## config.mk

```make
export PLATFORM = sky130hd
export DESIGN_NAME = sequential_divider_flat
export DESIGN_NICKNAME = d
export VERILOG_FILES = /design/src/rtl/sequential_divider_pkg.sv /design/src/rtl/sequential_divider_if.sv /design/src/rtl/sequential_divider_trial_subtract.sv /design/src/rtl/sequential_divider.sv /design/src/flat_wrapper.sv
export SDC_FILE = /design/constraint.sdc
export NUM_CORES = 1
export LEC_CHECK = 0
export BUFFER_PORTS_ARGS = -buffer_cell sky130_fd_sc_hd__buf_4
export CAP_MARGIN = 20
export CORE_MARGIN = 1.5
export CORE_UTILIZATION = 51
export DETAILED_ROUTE_END_ITERATION = 8
export GPL_TIMING_DRIVEN = 1
export PLACE_DENSITY = 0.74
export SLEW_MARGIN = 20
export SYNTH_ARGS = -nofsm -noshare
export SYNTH_HDL_FRONTEND = slang
export SYNTH_SLANG_ARGS = --single-unit
```

## constraint.sdc

```tcl
create_clock -name clk -period 6.5 [get_ports clk]
set_input_delay 0.975 -clock clk [delete_from_list [all_inputs] [get_ports clk]]
set_output_delay 0.975 -clock clk [all_outputs]
set_load 0.02 [all_outputs]
```

## src/rtl/sequential_divider_pkg.sv

```systemverilog
// Shared constants and FSM encoding for the iterative restoring divider.
// Default widths match the 4x4 array multiplier it checks against.
package sequential_divider_pkg;

  localparam int DIVIDEND_W = 8;
  localparam int DIVISOR_W  = 4;

  typedef enum logic [1:0] {
    S_IDLE = 2'd0,
    S_RUN  = 2'd1,
    S_DONE = 2'd2
  } div_state_t;

endpackage

```

## src/rtl/sequential_divider_if.sv

```systemverilog
// Start/busy/done request bus between a controller (master) and the divider (slave).
interface sequential_divider_if #(
  parameter int DIVIDEND_W = sequential_divider_pkg::DIVIDEND_W,
  parameter int DIVISOR_W  = sequential_divider_pkg::DIVISOR_W
);

  logic                  start;
  logic [DIVIDEND_W-1:0] dividend;
  logic [DIVISOR_W-1:0]  divisor;
  logic                  busy;
  logic                  done;
  logic [DIVIDEND_W-1:0] quotient;
  logic [DIVISOR_W-1:0]  remainder;
  logic                  div_by_zero;

  modport master (
    output start, dividend, divisor,
    input  busy, done, quotient, remainder, div_by_zero
  );

  modport slave (
    input  start, dividend, divisor,
    output busy, done, quotient, remainder, div_by_zero
  );

endinterface

```

## src/rtl/sequential_divider_trial_subtract.sv

```systemverilog
// Combinational compare-and-subtract of {rem, next dividend bit} against {0, divisor}.
// Ripple-carry add of the inverted divisor with carry-in 1; carry-out is "trial >= divisor".
module trial_subtract #(
  parameter int W = 4
) (
  input  logic [W-1:0] i_rem,
  input  logic         i_bit,
  input  logic [W-1:0] i_dvsr,
  output logic [W-1:0] o_diff,
  output logic         o_ge
);

  logic [W:0]   w_a;
  logic [W:0]   w_b;
  logic [W+1:0] w_c;

  assign w_a    = {i_rem, i_bit};
  assign w_b    = ~{1'b0, i_dvsr};
  assign w_c[0] = 1'b1;

  for (genvar i = 0; i <= W; i++) begin : g_carry
    assign w_c[i+1] = (w_a[i] & w_b[i]) | (w_c[i] & (w_a[i] ^ w_b[i]));
  end

  // The top sum bit is zero whenever the difference is used, so only W bits leave.
  for (genvar i = 0; i < W; i++) begin : g_sum
    assign o_diff[i] = w_a[i] ^ w_b[i] ^ w_c[i];
  end

  assign o_ge = w_c[W+1];

endmodule

```

## src/rtl/sequential_divider.sv

```systemverilog
// Restoring divider, one quotient bit per clock MSB first; done DIVIDEND_W+1 cycles after start
// (next cycle for divide-by-zero). start is only honoured in IDLE; results hold until the next DONE.
module sequential_divider #(
  parameter int DIVIDEND_W = sequential_divider_pkg::DIVIDEND_W,
  parameter int DIVISOR_W  = sequential_divider_pkg::DIVISOR_W,
  parameter int CNT_W      = 4
) (
  input logic                 clk,
  input logic                 reset,
  sequential_divider_if.slave bus
);

  import sequential_divider_pkg::*;

  div_state_t            r_state;
  div_state_t            w_next_state;
  logic [DIVIDEND_W-1:0] r_dq;
  logic [DIVISOR_W-1:0]  r_dvsr;
  logic [DIVISOR_W-1:0]  r_rem;
  logic [CNT_W-1:0]      r_cnt;
  logic [DIVIDEND_W-1:0] r_quotient;
  logic [DIVISOR_W-1:0]  r_remainder;
  logic                  r_dbz;

  logic [DIVISOR_W-1:0]  w_diff;
  logic                  w_ge;
  logic [DIVISOR_W-1:0]  w_rem_next;
  logic [DIVIDEND_W-1:0] w_dq_next;
  logic                  w_last;
  logic                  w_busy;
  logic                  w_done;

  trial_subtract #(.W(DIVISOR_W)) u_trial (
    .i_rem  (r_rem),
    .i_bit  (r_dq[DIVIDEND_W-1]),
    .i_dvsr (r_dvsr),
    .o_diff (w_diff),
    .o_ge   (w_ge)
  );

  assign w_rem_next = w_ge ? w_diff : {r_rem[DIVISOR_W-2:0], r_dq[DIVIDEND_W-1]};
  assign w_dq_next  = {r_dq[DIVIDEND_W-2:0], w_ge};
  assign w_last     = (r_cnt == CNT_W'(DIVIDEND_W - 1));

  always_ff @(posedge clk) begin
    if (reset) begin
      r_state <= S_IDLE;
    end else begin
      r_state <= w_next_state;
    end
  end

  always_comb begin
    w_next_state = r_state;
    w_busy       = 1'b0;
    w_done       = 1'b0;
    unique case (r_state)
      S_IDLE: begin
        if (bus.start) begin
          w_next_state = (bus.divisor == '0) ? S_DONE : S_RUN;
        end
      end
      S_RUN: begin
        w_busy = 1'b1;
        if (w_last) begin
          w_next_state = S_DONE;
        end
      end
      S_DONE: begin
        w_done       = 1'b1;
        w_next_state = S_IDLE;
      end
      default: w_next_state = S_IDLE;
    endcase
  end

  // Result registers load only on the transition into DONE so they stay stable between pulses.
  always_ff @(posedge clk) begin
    if (reset) begin
      r_dq        <= '0;
      r_dvsr      <= '0;
      r_rem       <= '0;
      r_cnt       <= '0;
      r_quotient  <= '0;
      r_remainder <= '0;
      r_dbz       <= 1'b0;
    end else begin
      unique case (r_state)
        S_IDLE: begin
          if (bus.start) begin
            r_dq   <= bus.dividend;
            r_dvsr <= bus.divisor;
            r_rem  <= '0;
            r_cnt  <= '0;
            if (bus.divisor == '0) begin
              r_quotient  <= '1;
              r_remainder <= '0;
              r_dbz       <= 1'b1;
            end
          end
        end
        S_RUN: begin
          r_dq  <= w_dq_next;
          r_rem <= w_rem_next;
          r_cnt <= r_cnt + 1'b1;
          if (w_last) begin
            r_quotient  <= w_dq_next;
            r_remainder <= w_rem_next;
            r_dbz       <= 1'b0;
          end
        end
        default: ;
      endcase
    end
  end

  assign bus.busy        = w_busy;
  assign bus.done        = w_done;
  assign bus.quotient    = r_quotient;
  assign bus.remainder   = r_remainder;
  assign bus.div_by_zero = r_dbz;

endmodule
```

## src/flat_wrapper.sv

```systemverilog
// flat-port wrapper written by rule: the top's interface ports become plain ports
module sequential_divider_flat import sequential_divider_pkg::*;
#(
  parameter int DIVIDEND_W = sequential_divider_pkg::DIVIDEND_W,
  parameter int DIVISOR_W  = sequential_divider_pkg::DIVISOR_W,
  parameter int CNT_W      = 4
)
  (clk, reset, bus_start, bus_dividend, bus_divisor, bus_busy, bus_done, bus_quotient, bus_remainder, bus_div_by_zero);
  sequential_divider_if #(.DIVIDEND_W(DIVIDEND_W), .DIVISOR_W(DIVISOR_W)) bus_i ();
  input logic clk;
  input logic reset;
  input wire logic [$bits(bus_i.start)-1:0] bus_start;
  input wire logic [$bits(bus_i.dividend)-1:0] bus_dividend;
  input wire logic [$bits(bus_i.divisor)-1:0] bus_divisor;
  output wire logic [$bits(bus_i.busy)-1:0] bus_busy;
  output wire logic [$bits(bus_i.done)-1:0] bus_done;
  output wire logic [$bits(bus_i.quotient)-1:0] bus_quotient;
  output wire logic [$bits(bus_i.remainder)-1:0] bus_remainder;
  output wire logic [$bits(bus_i.div_by_zero)-1:0] bus_div_by_zero;
  assign bus_i.start = bus_start;
  assign bus_i.dividend = bus_dividend;
  assign bus_i.divisor = bus_divisor;
  assign bus_busy = bus_i.busy;
  assign bus_done = bus_i.done;
  assign bus_quotient = bus_i.quotient;
  assign bus_remainder = bus_i.remainder;
  assign bus_div_by_zero = bus_i.div_by_zero;
  sequential_divider #(.DIVIDEND_W(DIVIDEND_W), .DIVISOR_W(DIVISOR_W), .CNT_W(CNT_W)) u_core (.clk(clk), .reset(reset), .bus(bus_i));
endmodule
```

# Word level (Yosys, flattened, before mapping)
# Index checks and enable logic that the tools add are counted.
[classes] bitwise_logic=24 reduce_logical=7 n_mux=24 add_sub_neg=1 n_eq_ne=6
[ops] op="$mux 8" count=4
[ops] op="$pmux 8 s2" count=2
[ops] op="$pmux 4 s2" count=3
[ops] op="$mux 4" count=5
[ops] op="$and 1x1->1" count=9
[ops] op="$xor 1x1->1" count=8
[ops] op="$mux 2" count=3
[ops] op="$reduce_and 2->1" count=3
[ops] op="$mux 1" count=5
[ops] op="$not 4->5" count=1
[ops] op="$or 1x1->1" count=5
[ops] op="$add 4x1->4 const B" count=1
[ops] op="$eq 4x3->1 const B" count=1
[ops] op="$logic_not 4->1" count=1
[ops] op="$ne 2x1->1 const B" count=2
[ops] op="$pmux 2 s2" count=1
[ops] op="$reduce_and 4->1" count=1
[ops] op="$eq 2x1->1 const B" count=1
[ops] op="$eq 2x2->1 const B" count=1
[ops] op="$logic_not 2->1" count=1
[ops] op="$ne 2x2->1 const B" count=1
[ops] op="$pmux 1 s2" count=1
[ops] op="$reduce_bool 2->1" count=1
[ops] op="$not 1->1" count=1
[totals] input_bits=15 elab_cells=70 regBits=35

# Longest topological paths before layout
# Gate-level depths: netlist (run 1).
[logic_depth] depth_word=14 ltp_mapped=12 depth_no_buf=11

# By module
# Synthesis (run 1) repeated with hierarchy kept, for this count alone.
[hier_totals] cells_unflattened=177 area_unflattened_um2=1655.3
[by_module_without_submodules] module="sequential_divider" area_each_um2=1542.7 cells_each=163 instances=1 seq_area_each_um2=700.7
[by_module_without_submodules] module="trial_subtract" area_each_um2=112.6 cells_each=14 instances=1 seq_area_each_um2=0.0

# Worst setup path after synthesis (run 1)
# No wires, ideal clock.
[synth_timing] kind="flip-flop to flip-flop" from="register u_core.r_dq[7]" to="register u_core.r_remainder[1], in the netlist u_core.bus.remainder[1]" arrival_time_ns=2.194 path_slack_ns=4.235 synth_period_minus_slack_ns=2.265 setup_time_ns=0.071 required_ns=6.429 path_stages_with_launch=13 path_cell_list="dfxtp_1 > inv_1 > ha_1 > inv_1 > fa_1 > fa_1 > inv_1 > fa_1 > nand2b_1 > buf_2 > mux2i_1 > or3_1 > a21oi_1"
[synth_via] elab_chain_len=13
[synth_rtl] item="start, declared" line="sequential_divider.sv:17" source="logic [DIVIDEND_W-1:0] r_dq;"
[synth_rtl] item="start signal, assigned" line="sequential_divider.sv:91" source="r_dq <= bus.dividend;"
[synth_rtl] item="start signal, assigned" line="sequential_divider.sv:103" source="r_dq <= w_dq_next;"
[synth_rtl] item="$and 1x1->1 or $xor 1x1->1 (tied branches)" line="sequential_divider_trial_subtract.sv:22" source="assign w_c[i+1] = (w_a[i] & w_b[i]) | (w_c[i] & (w_a[i] ^ w_b[i]));"
[synth_rtl] item="$or 1x1->1 (*)" line="sequential_divider_trial_subtract.sv:22"
[synth_rtl] item="$and 1x1->1" line="sequential_divider_trial_subtract.sv:22"
[synth_rtl] item="$or 1x1->1" line="sequential_divider_trial_subtract.sv:22"
[synth_rtl] item="$and 1x1->1" line="sequential_divider_trial_subtract.sv:22"
[synth_rtl] item="$or 1x1->1" line="sequential_divider_trial_subtract.sv:22"
[synth_rtl] item="$and 1x1->1" line="sequential_divider_trial_subtract.sv:22"
[synth_rtl] item="$or 1x1->1" line="sequential_divider_trial_subtract.sv:22"
[synth_rtl] item="$and 1x1->1" line="sequential_divider_trial_subtract.sv:22"
[synth_rtl] item="$or 1x1->1" line="sequential_divider_trial_subtract.sv:22"
[synth_rtl] item="$mux 4 (*)" line="sequential_divider.sv:41" source="assign w_rem_next = w_ge ? w_diff : {r_rem[DIVISOR_W-2:0], r_dq[DIVIDEND_W-1]};"
[synth_rtl] item="$mux 4 (*)" line="sequential_divider.sv:106" source="if (w_last) begin"
[synth_rtl] item="$pmux 4 s2 (*)" line="sequential_divider.sv:88" source="unique case (r_state)"
[synth_rtl] item="end signal, assigned" line="sequential_divider.sv:108" source="r_remainder <= w_rem_next;"
[synth_rtl] item="end, declared" line="sequential_divider.sv:22" source="logic [DIVISOR_W-1:0] r_remainder;"
# Mark *: on every way between the ends. The rest lies on a longest branch, timed or not. The select of a mux whose other input is x is not followed.
# A chain may end at the register's enable or synchronous reset.

# Worst setup path in the final report (run 1)
[layout_timing] from="register u_core.r_state[0]" to="output bus_busy"
[layout_via] elab_chain_len=2
[layout_rtl] item="start, declared" line="sequential_divider.sv:15" source="div_state_t r_state;"
[layout_rtl] item="start signal, assigned" line="sequential_divider.sv:49" source="r_state <= w_next_state;"
[layout_rtl] item="$eq 2x1->1" line="sequential_divider.sv:57" source="unique case (r_state)"
[layout_rtl] item="$mux 1" line="sequential_divider.sv:57"
[layout_rtl] item="end, declared" line="flat_wrapper.sv:15" source="output wire logic [$bits(bus_i.busy)-1:0] bus_busy;"
# No other way between the ends.

==> results_dict.tcl, run 1 <==
set metrics [dict create \
    status "finished, final reports clean" \
    max_cap_violations 0 \
    regArea_um2 701 \
    die_x_um 58.4 \
    cts_hold_buf 0 \
    ios 30 \
    drv_slew 0 \
    grt_pass1_wl_mm 5.69 \
    synth_cell_type_count 34 \
    cts_made_buffers 5 \
    p_leak_nw 0.739 \
    yosys_warnings 0 \
    nets 223 \
    syn_nets 200 \
    rsz0062_at_grt "false" \
    stdcell_area_mm2 0.00182 \
    hold_class "reg -> reg" \
    crit_chain "nand2b_2 > inv_2 > buf_4" \
    diodes 0 \
    worstMarginPinSlew_ns 0.768 \
    grt_pass1_vias 1263 \
    crit-reg2reg-launch "u_core.r_dq[7]" \
    dpl.hpwl_mm 2.32 \
    cts_tree "yes" \
    vdd_drop_max_mv 0.142 \
    setup_viol 0 \
    cts_resized 0 \
    utilization_pct 64.4 \
    io_buffers 29 \
    multiInputGateArea_um2 771 \
    slowest_delay_ns 0.49 \
    grt_overflow_total 0 \
    synthTopCellsByCount "dfxtp_1, nor2_1, nand2_1" \
    finalHoldViolations 0 \
    synth_top_cell_area_share_pct 44.8 \
    ys_seq_area_share_pct 44.8 \
    async_flop_share_pct 0 \
    path_delay_family "buffers and inverters" \
    placed_cell_area_mm2 0.00175 \
    postRouteAntennaNets 0 \
    min_period_ns 2.73 \
    hold_start "u_core.bus.remainder[1]" \
    clock_latency_ns 0.34 \
    syn_area_per_cell_um2 8.68 \
    die_h_um 58.4 \
    startpoint_type "flip-flop" \
    synth_top_flop_cell "dfxtp_1" \
    cts_setup_buffers 0 \
    place_congestion 0.756 \
    critPathArrivalTime_ns 1.75 \
    vias 1335 \
    slew_headroom_pct 48.5 \
    synth_area_leaders "dfxtp_1, nor2_1, nor3_1" \
    fill_cells 266 \
    clock-sinks 35 \
    dieArea_mm2 0.00341 \
    path_class "reg -> out" \
    synth.most_common_cell "dfxtp_1" \
    r2r_setup_slack_ns 3.96 \
    synth.largest_area_cell "dfxtp_1" \
    setup_tns_ns 0 \
    start_util_pct 55.2 \
    grt_use_total_pct 22.3 \
    htreeDepth 2 \
    first_iter_violations 80 \
    drive_gt1_share_pct 20.6 \
    routedWlPerCell_um 14.6 \
    endpoint_kind "output port" \
    crit_fanout 21 \
    p_per_area_mw_per_mm2 240 \
    syn_area_mm2 0.00156 \
    synthCells 180 \
    synth-edff-count 0 \
    cpMaxStageDelayCell "dfxtp_1" \
    clock_skew_ns 0.0105 \
    cts_buffer_depth 2 \
    cp.buffers_inverters 2 \
    routed_wl_mm 3.44 \
    antenna_found_initial 0 \
    grt_max_degree 36 \
    syn_to_final_growth_pct 16.7 \
    rows 19 \
    cp-startpoint "u_core.r_state[0]" \
    clock-root-buffer "clkbuf_4" \
    fmax_mhz 367 \
    required_ns 5.52 \
    yosys_register_bits 35 \
    viasPerCell 5.68 \
    dr.pass1.iters 4 \
    min_period_over_period_pct 41.9 \
    path_clk_slew_ns 0.10 \
    drc 0 \
    core_mm2 0.00283 \
]
==> layout by cell type, fill, tap and decap left out, types with 3 or more instances in the layout <==
cell / count
nand2_1: 22
nor2_1: 28
clkbuf_4: 5
fa_1: 3
or3_1: 3
nor3_1: 17
mux2i_1: 6
a21oi_1: 9
nor2b_1: 3
a22oi_1: 4
buf_4: 29
a311oi_1: 7
dfxtp_1: 35
inv_1: 6
==> worst register-to-register path, stage by stage, from the launching register on <==
cell	delay [ns]
dfxtp_1	0.33
inv_1	0.07
ha_1	0.14
inv_1	0.05
fa_1	0.39
fa_1	0.38
inv_1	0.08
fa_1	0.17
nand2b_1	0.18
mux2i_1	0.20
or3_1	0.32
a21oi_1	0.16
==> layout make-up <==
type	instances	share of cell area [%]
inverters	7	1.44
well taps	31	2.13
flip-flops and latches	35	38.4
repair buffers	29	11.9
clock buffers	8	3.77
multi-input cells	125	42.3
==> sequential cells by signal (all words and copies together), names as in the netlist <==
register                flops
u_core.r_cnt                4
u_core.r_dq                 8
u_core.bus.remainder        4
u_core.bus.quotient         8
u_core.bus.div_by_zero      1
u_core.r_rem                4
u_core.r_state              2
u_core.r_dvsr               4
==> per-layer routing <==
layer / track usage (%) / routed length (um)
met1: 27.8 / 1520
met2: 33.7 / 1650
met3: 8.35 / 216
met4: 11.3 / 55
met5: 0 / 0
==> power breakdown <==
part / internal, mW / switching [mW]
Combinational: 0.0282 / 0.0417
Clock: 0.0636 / 0.0714
Sequential: 0.225 / 0.00812
==> path summary, 6_finish.rpt <==
path | end | depth (start not counted)
setup / recovery | bus_busy | 3
hold / removal | u_core.bus.remainder[1] | 2
setup reg to reg | u_core.bus.remainder[2] | 11
hold reg to reg | u_core.bus.remainder[1] | 2
==> logic make-up after synthesis <==
group           Yosys count  synth area share (%)
xor+xnor                  2                  1.12
flops                    35                  44.8
mux                       6                  3.84
simple gates             83                  25.5
compound gates           29                  13.5
buf+inv                  20                  5.84
fa+ha+maj                 5                  5.44
==> metrics by stage <==
| stage | std cells | worst slack [ns] | total power [mW] | hold slack, ns |
|---|---|---|---|---|
| 6_report | 235 | 3.77 | 0.438 | 0.466 |
| 3_3_place_gp | 227 | 3.94 | 0.304 | 0.444 |
| 4_1_cts | 235 | 3.78 | 0.442 | 0.471 |
| 5_1_grt | 235 | 3.66 | 0.459 | 0.494 |
| 3_5_place_dp | 227 | 3.82 | 0.308 | 0.450 |
| 2_1_floorplan | 180 | 4.23 | 0.287 | 0.446 |
Power figures use the tool's default switching activity.
==> run 2, diff against run 1 <==
==> constraint.sdc (replaced) <==
create_clock -name clk -period 2.8 [get_ports clk]
set_input_delay 0.42 -clock clk [delete_from_list [all_inputs] [get_ports clk]]
set_output_delay 0.42 -clock clk [all_outputs]
set_load 0.02 [all_outputs]
==> results_dict.tcl, run 2 (synthesis gave the netlist of run 1 again) <==
set metrics [dict create \
    status "finished, final reports clean" \
    hold_class "in -> reg" \
    place_congestion 0.893 \
    finalHoldViolations 0 \
    required_ns 3.06 \
    fill_cells 253 \
    path_clk_slew_ns 0.10 \
    vdd_drop_max_mv 0.276 \
    diodes 0 \
    crit_end "u_core.bus.remainder[1]" \
    nets 224 \
    first_iter_violations 81 \
    rows 19 \
    dr.pass1.iters 4 \
    grt_pass1_vias 1247 \
    antenna_found_initial 0 \
    clock_latency_ns 0.33 \
    core_mm2 0.00283 \
    clock-sinks 35 \
    drc 0 \
    p_leak_nw 0.730 \
    routed_wl_mm 3.48 \
    grt_pass1_wl_mm 5.78 \
    grt_use_total_pct 22.6 \
    io_buffers 29 \
    postRouteAntennaNets 0 \
    worstMarginPinSlew_ns 0.643 \
    cts_hold_buf 0 \
    min_period_ns 2.52 \
    dpl.hpwl_mm 2.39 \
    die_h_um 58.4 \
    setup_tns_ns 0 \
    p_per_area_mw_per_mm2 525 \
    cts_resized 0 \
    drive_gt1_share_pct 20.2 \
    dieArea_mm2 0.00341 \
    cp.buffers_inverters 3 \
    htreeDepth 2 \
    startpoint_type "flip-flop" \
    slowest_delay_ns 0.38 \
    grt_max_degree 36 \
    timing.rr.end "u_core.bus.remainder[1]" \
    critPathArrivalTime_ns 2.78 \
    min_period_over_period_pct 90.0 \
    cts_buffer_depth 2 \
    cts_made_buffers 5 \
    cpMaxStageDelayCell "fa_1" \
    path_class "reg -> reg" \
    ios 30 \
    path_delay_family "adder cells" \
    die_x_um 58.4 \
    rsz0062_at_grt "false" \
    cts_setup_buffers 0 \
    crit-reg2reg-launch "u_core.r_dq[7]" \
    slew_headroom_pct 57.1 \
    grt_overflow_total 0 \
    drv_slew 0 \
    cp.depth 11 \
    crit_chain "inv_1 > ha_1 > inv_1 > fa_1 > fa_1 > inv_1 > fa_1 > nand2b_1 > mux2i_1 > or3_1 > a21oi_1" \
    setup_viol 0 \
    endpoint_kind "flip-flop" \
    layout_commonest_cell "dfxtp_1" \
    ff2ff_path_depth 11 \
    start_util_pct 55.2 \
    syn_to_final_growth_pct 15.4 \
    clock_skew_ns 0.00718 \
    power_uw 946 \
    final_cell_mix "dfxtp_1, buf_4, nor2_1, nand2_1, nor3_1" \
    vias 1340 \
    routedWlPerCell_um 14.9 \
    fmax_mhz 397 \
    cp-startpoint "u_core.r_dq[7]" \
    crit_fanout 5 \
    cts_tree "yes" \
    r2r_setup_slack_ns 0.28 \
    max_cap_violations 0 \
    clock-root-buffer "clkbuf_4" \
    viasPerCell 5.73 \
]
-- run 2: changes by cell type in the layout (fill, tap and decap cells not counted), sizes merged --
cell / before / now
buf: 29 / 30
clkbuf: 8 / 6
-- run 2: metal layers --
layer / vias to the layer above / GRT usage, % / share of wire [%]
met5: - / 0 / 0
met4: 0 / 8.97 / 0.66
met3: 2 / 7.47 / 3.9
met2: 34 / 34.8 / 49
met1: 641 / 29.3 / 47
li1: 663 / - / -
-- run 2: cell type report --
type	count	area, um2	share of cell area [%]
repair buffers	30	225	12.5
well taps	31	38.8	2.15
inverters	7	26.3	1.46
flip-flops and latches	35	701	38.9
clock buffers	6	41.3	2.29
multi-input cells	125	771	42.7
-- run 2: tightest hold or removal path: cells and delay by family --
kind                   cells  cell delay (ns)
AOI/OAI and AO/OA          1             0.06
buffers and inverters      1             0.10
and+or+nand+nor            1             0.07
-- run 2: per-stage QoR --
stage          worst slack, ns  instance area [um2]  hold WS [ns]  instances  util [%]
4_1_cts                  0.283                 1800         0.331        234      63.7
3_3_place_gp             0.488                 1760         0.442        228      62.3
5_1_grt                  0.141                 1800         0.340        234      63.7
6_report                 0.280                 1800         0.348        234      63.7
3_5_place_dp             0.318                 1760         0.447        228      62.3
2_1_floorplan            0.535                 1560         0.446        180         -
-- run 2: worst min-delay path by stage --
stage,end,slack [ns],cells after the start,startpoint
finish,u_core.r_dvsr[1],0.35,3,bus_divisor[1]
global route,u_core.r_dvsr[3],0.34,3,bus_divisor[3]
CTS,u_core.r_dvsr[1],0.33,3,bus_divisor[1]
detailed placement,u_core.bus.remainder[3],0.45,2,u_core.bus.remainder[3]
global placement,u_core.bus.remainder[3],0.44,2,u_core.bus.remainder[3]
floorplan,u_core.r_dq[0],0.45,2,u_core.r_dq[0]
-- run 2: report_power, final --
group          switching (mW)  internal [mW]  leakage [nW]
combinational          0.0960         0.0671         0.420
sequential             0.0192          0.522         0.286
clock                   0.152         0.0893        0.0242
total                   0.268          0.678         0.730
==> run 3, diff against run 2 <==
--- a/config.mk
+++ b/config.mk
@@ -8,10 +8,10 @@
 export BUFFER_PORTS_ARGS = -buffer_cell sky130_fd_sc_hd__buf_4
 export CAP_MARGIN = 20
 export CORE_MARGIN = 1.5
-export CORE_UTILIZATION = 51
+export CORE_UTILIZATION = 54
 export DETAILED_ROUTE_END_ITERATION = 8
 export GPL_TIMING_DRIVEN = 1
-export PLACE_DENSITY = 0.74
+export PLACE_DENSITY = 0.78
 export SLEW_MARGIN = 20
 export SYNTH_ARGS = -nofsm -noshare
 export SYNTH_HDL_FRONTEND = slang
==> results_dict.tcl, run 3 (synthesis gave the netlist of run 1 again) <==
set metrics [dict create \
    status "finished, final reports clean" \
    grt_max_degree 36 \
    path_class "reg -> reg" \
    slew_headroom_pct 58.0 \
    clock-sinks 35 \
    ff2ff_path_depth 11 \
    p_per_area_mw_per_mm2 525 \
    cts_setup_buffers 0 \
    fill_cells 241 \
    critPathArrivalTime_ns 2.76 \
    hold_class "in -> reg" \
    fmax_mhz 401 \
    grt_pass1_vias 1241 \
    core_mm2 0.00276 \
    die_x_um 56.8 \
    first_iter_violations 41 \
    routedWlPerCell_um 14.1 \
    postRouteAntennaNets 0 \
    fin_hold_ws_ns 0.340 \
    die_h_um 56.8 \
    ios 30 \
    vdd_drop_max_mv 0.457 \
    drive_gt1_share_pct 20.2 \
    required_ns 3.07 \
    syn_to_final_growth_pct 15.4 \
    dieArea_mm2 0.00323 \
    min_period_over_period_pct 89.1 \
    min_period_ns 2.49 \
    dr.pass1.iters 4 \
    htreeDepth 2 \
    drv_slew 0 \
    antenna_found_initial 0 \
    clock-root-buffer "clkbuf_4" \
    dp_cells 228 \
    path_clk_slew_ns 0.09 \
    cts_resized 0 \
    grt_overflow_total 0 \
    layout_commonest_cell "dfxtp_1" \
    final_cell_mix "dfxtp_1, buf_4, nor2_1, nand2_1, nor3_1" \
    io_buffers 29 \
    nets 224 \
    power_uw 947 \
    cts_tree "yes" \
    routed_wl_mm 3.29 \
    start_util_pct 56.7 \
    setup_tns_ns 0 \
    fin_cells 234 \
    finalHoldViolations 0 \
    clock_latency_ns 0.34 \
    vias 1320 \
    endpoint_kind "flip-flop" \
    dpl.hpwl_mm 2.26 \
    min_path_cells 3 \
    cts_hold_buf 0 \
    p_leak_nw 0.730 \
    crit_fanout 5 \
    cts_made_buffers 5 \
    clock_skew_ns 0.00534 \
    grt_pass1_wl_mm 5.67 \
    stdcell_area_mm2 0.00180 \
    drc 0 \
    setup_viol 0 \
    placed_cell_area_mm2 0.00176 \
    viasPerCell 5.64 \
    max_cap_violations 0 \
    place_congestion 0.846 \
    grt_use_total_pct 22.8 \
    diodes 0 \
    rows 19 \
    multiInputGateArea_um2 771 \
    regArea_um2 701 \
    cts_buffer_depth 2 \
    startpoint_type "flip-flop" \
    worstMarginPinSlew_ns 0.630 \
    rsz0062_at_grt "false" \
]
==> run 3: metrics by stage <==
stage / setup WS (ns) / util (%)
2_1_floorplan: 0.535 / -
3_3_place_gp: 0.486 / 63.9
3_5_place_dp: 0.339 / 63.9
4_1_cts: 0.315 / 65.4
5_1_grt: 0.187 / 65.4
6_report: 0.306 / 65.4
==> run 3: cell type report <==
| cell class | count | area share (%) |
|---|---|---|
| clock buffer | 6 | 2.29 |
| timing repair buffer | 30 | 12.5 |
| inverter | 7 | 1.46 |
| tap | 31 | 2.15 |
| multi-input combinational | 125 | 42.7 |
| sequential | 35 | 38.9 |
==> run 3: report_power, final <==
group	total [mW]	leakage, nW	internal (mW)	switching [mW]
clock network	0.244	0.0242	0.0892	0.155
registers	0.541	0.286	0.522	0.0193
logic	0.161	0.420	0.0667	0.0943
total	0.947	0.730	0.678	0.269
==> run 3: path summary, 6_finish.rpt <==
kind	start	to	slack, ns
worst max-delay path	u_core.r_dq[7]	u_core.bus.remainder[2]	0.31
worst min-delay path	bus_divisor[1]	u_core.r_dvsr[1]	0.34
worst max register to register	u_core.r_dq[7]	u_core.bus.remainder[2]	0.31
worst min register to register	u_core.bus.remainder[3]	u_core.bus.remainder[3]	0.46
==> run 3: per-layer routing <==
layer  GRT usage, %  part of all wire [%]
met2           36.4                    50
met5              0                     0
met1           28.8                    42
met3           8.06                   6.7
met4           7.64                   1.3
==> run 3: worst max-delay path, stage by stage, from the launching register on <==
cell and delay [ns]:
dfxtp_1 0.33, inv_1 0.08, ha_1 0.15, inv_1 0.05
fa_1 0.37, fa_1 0.36, inv_1 0.09, fa_1 0.18
nand2b_1 0.17, mux2i_1 0.19, or3_1 0.32, a21oi_1 0.14
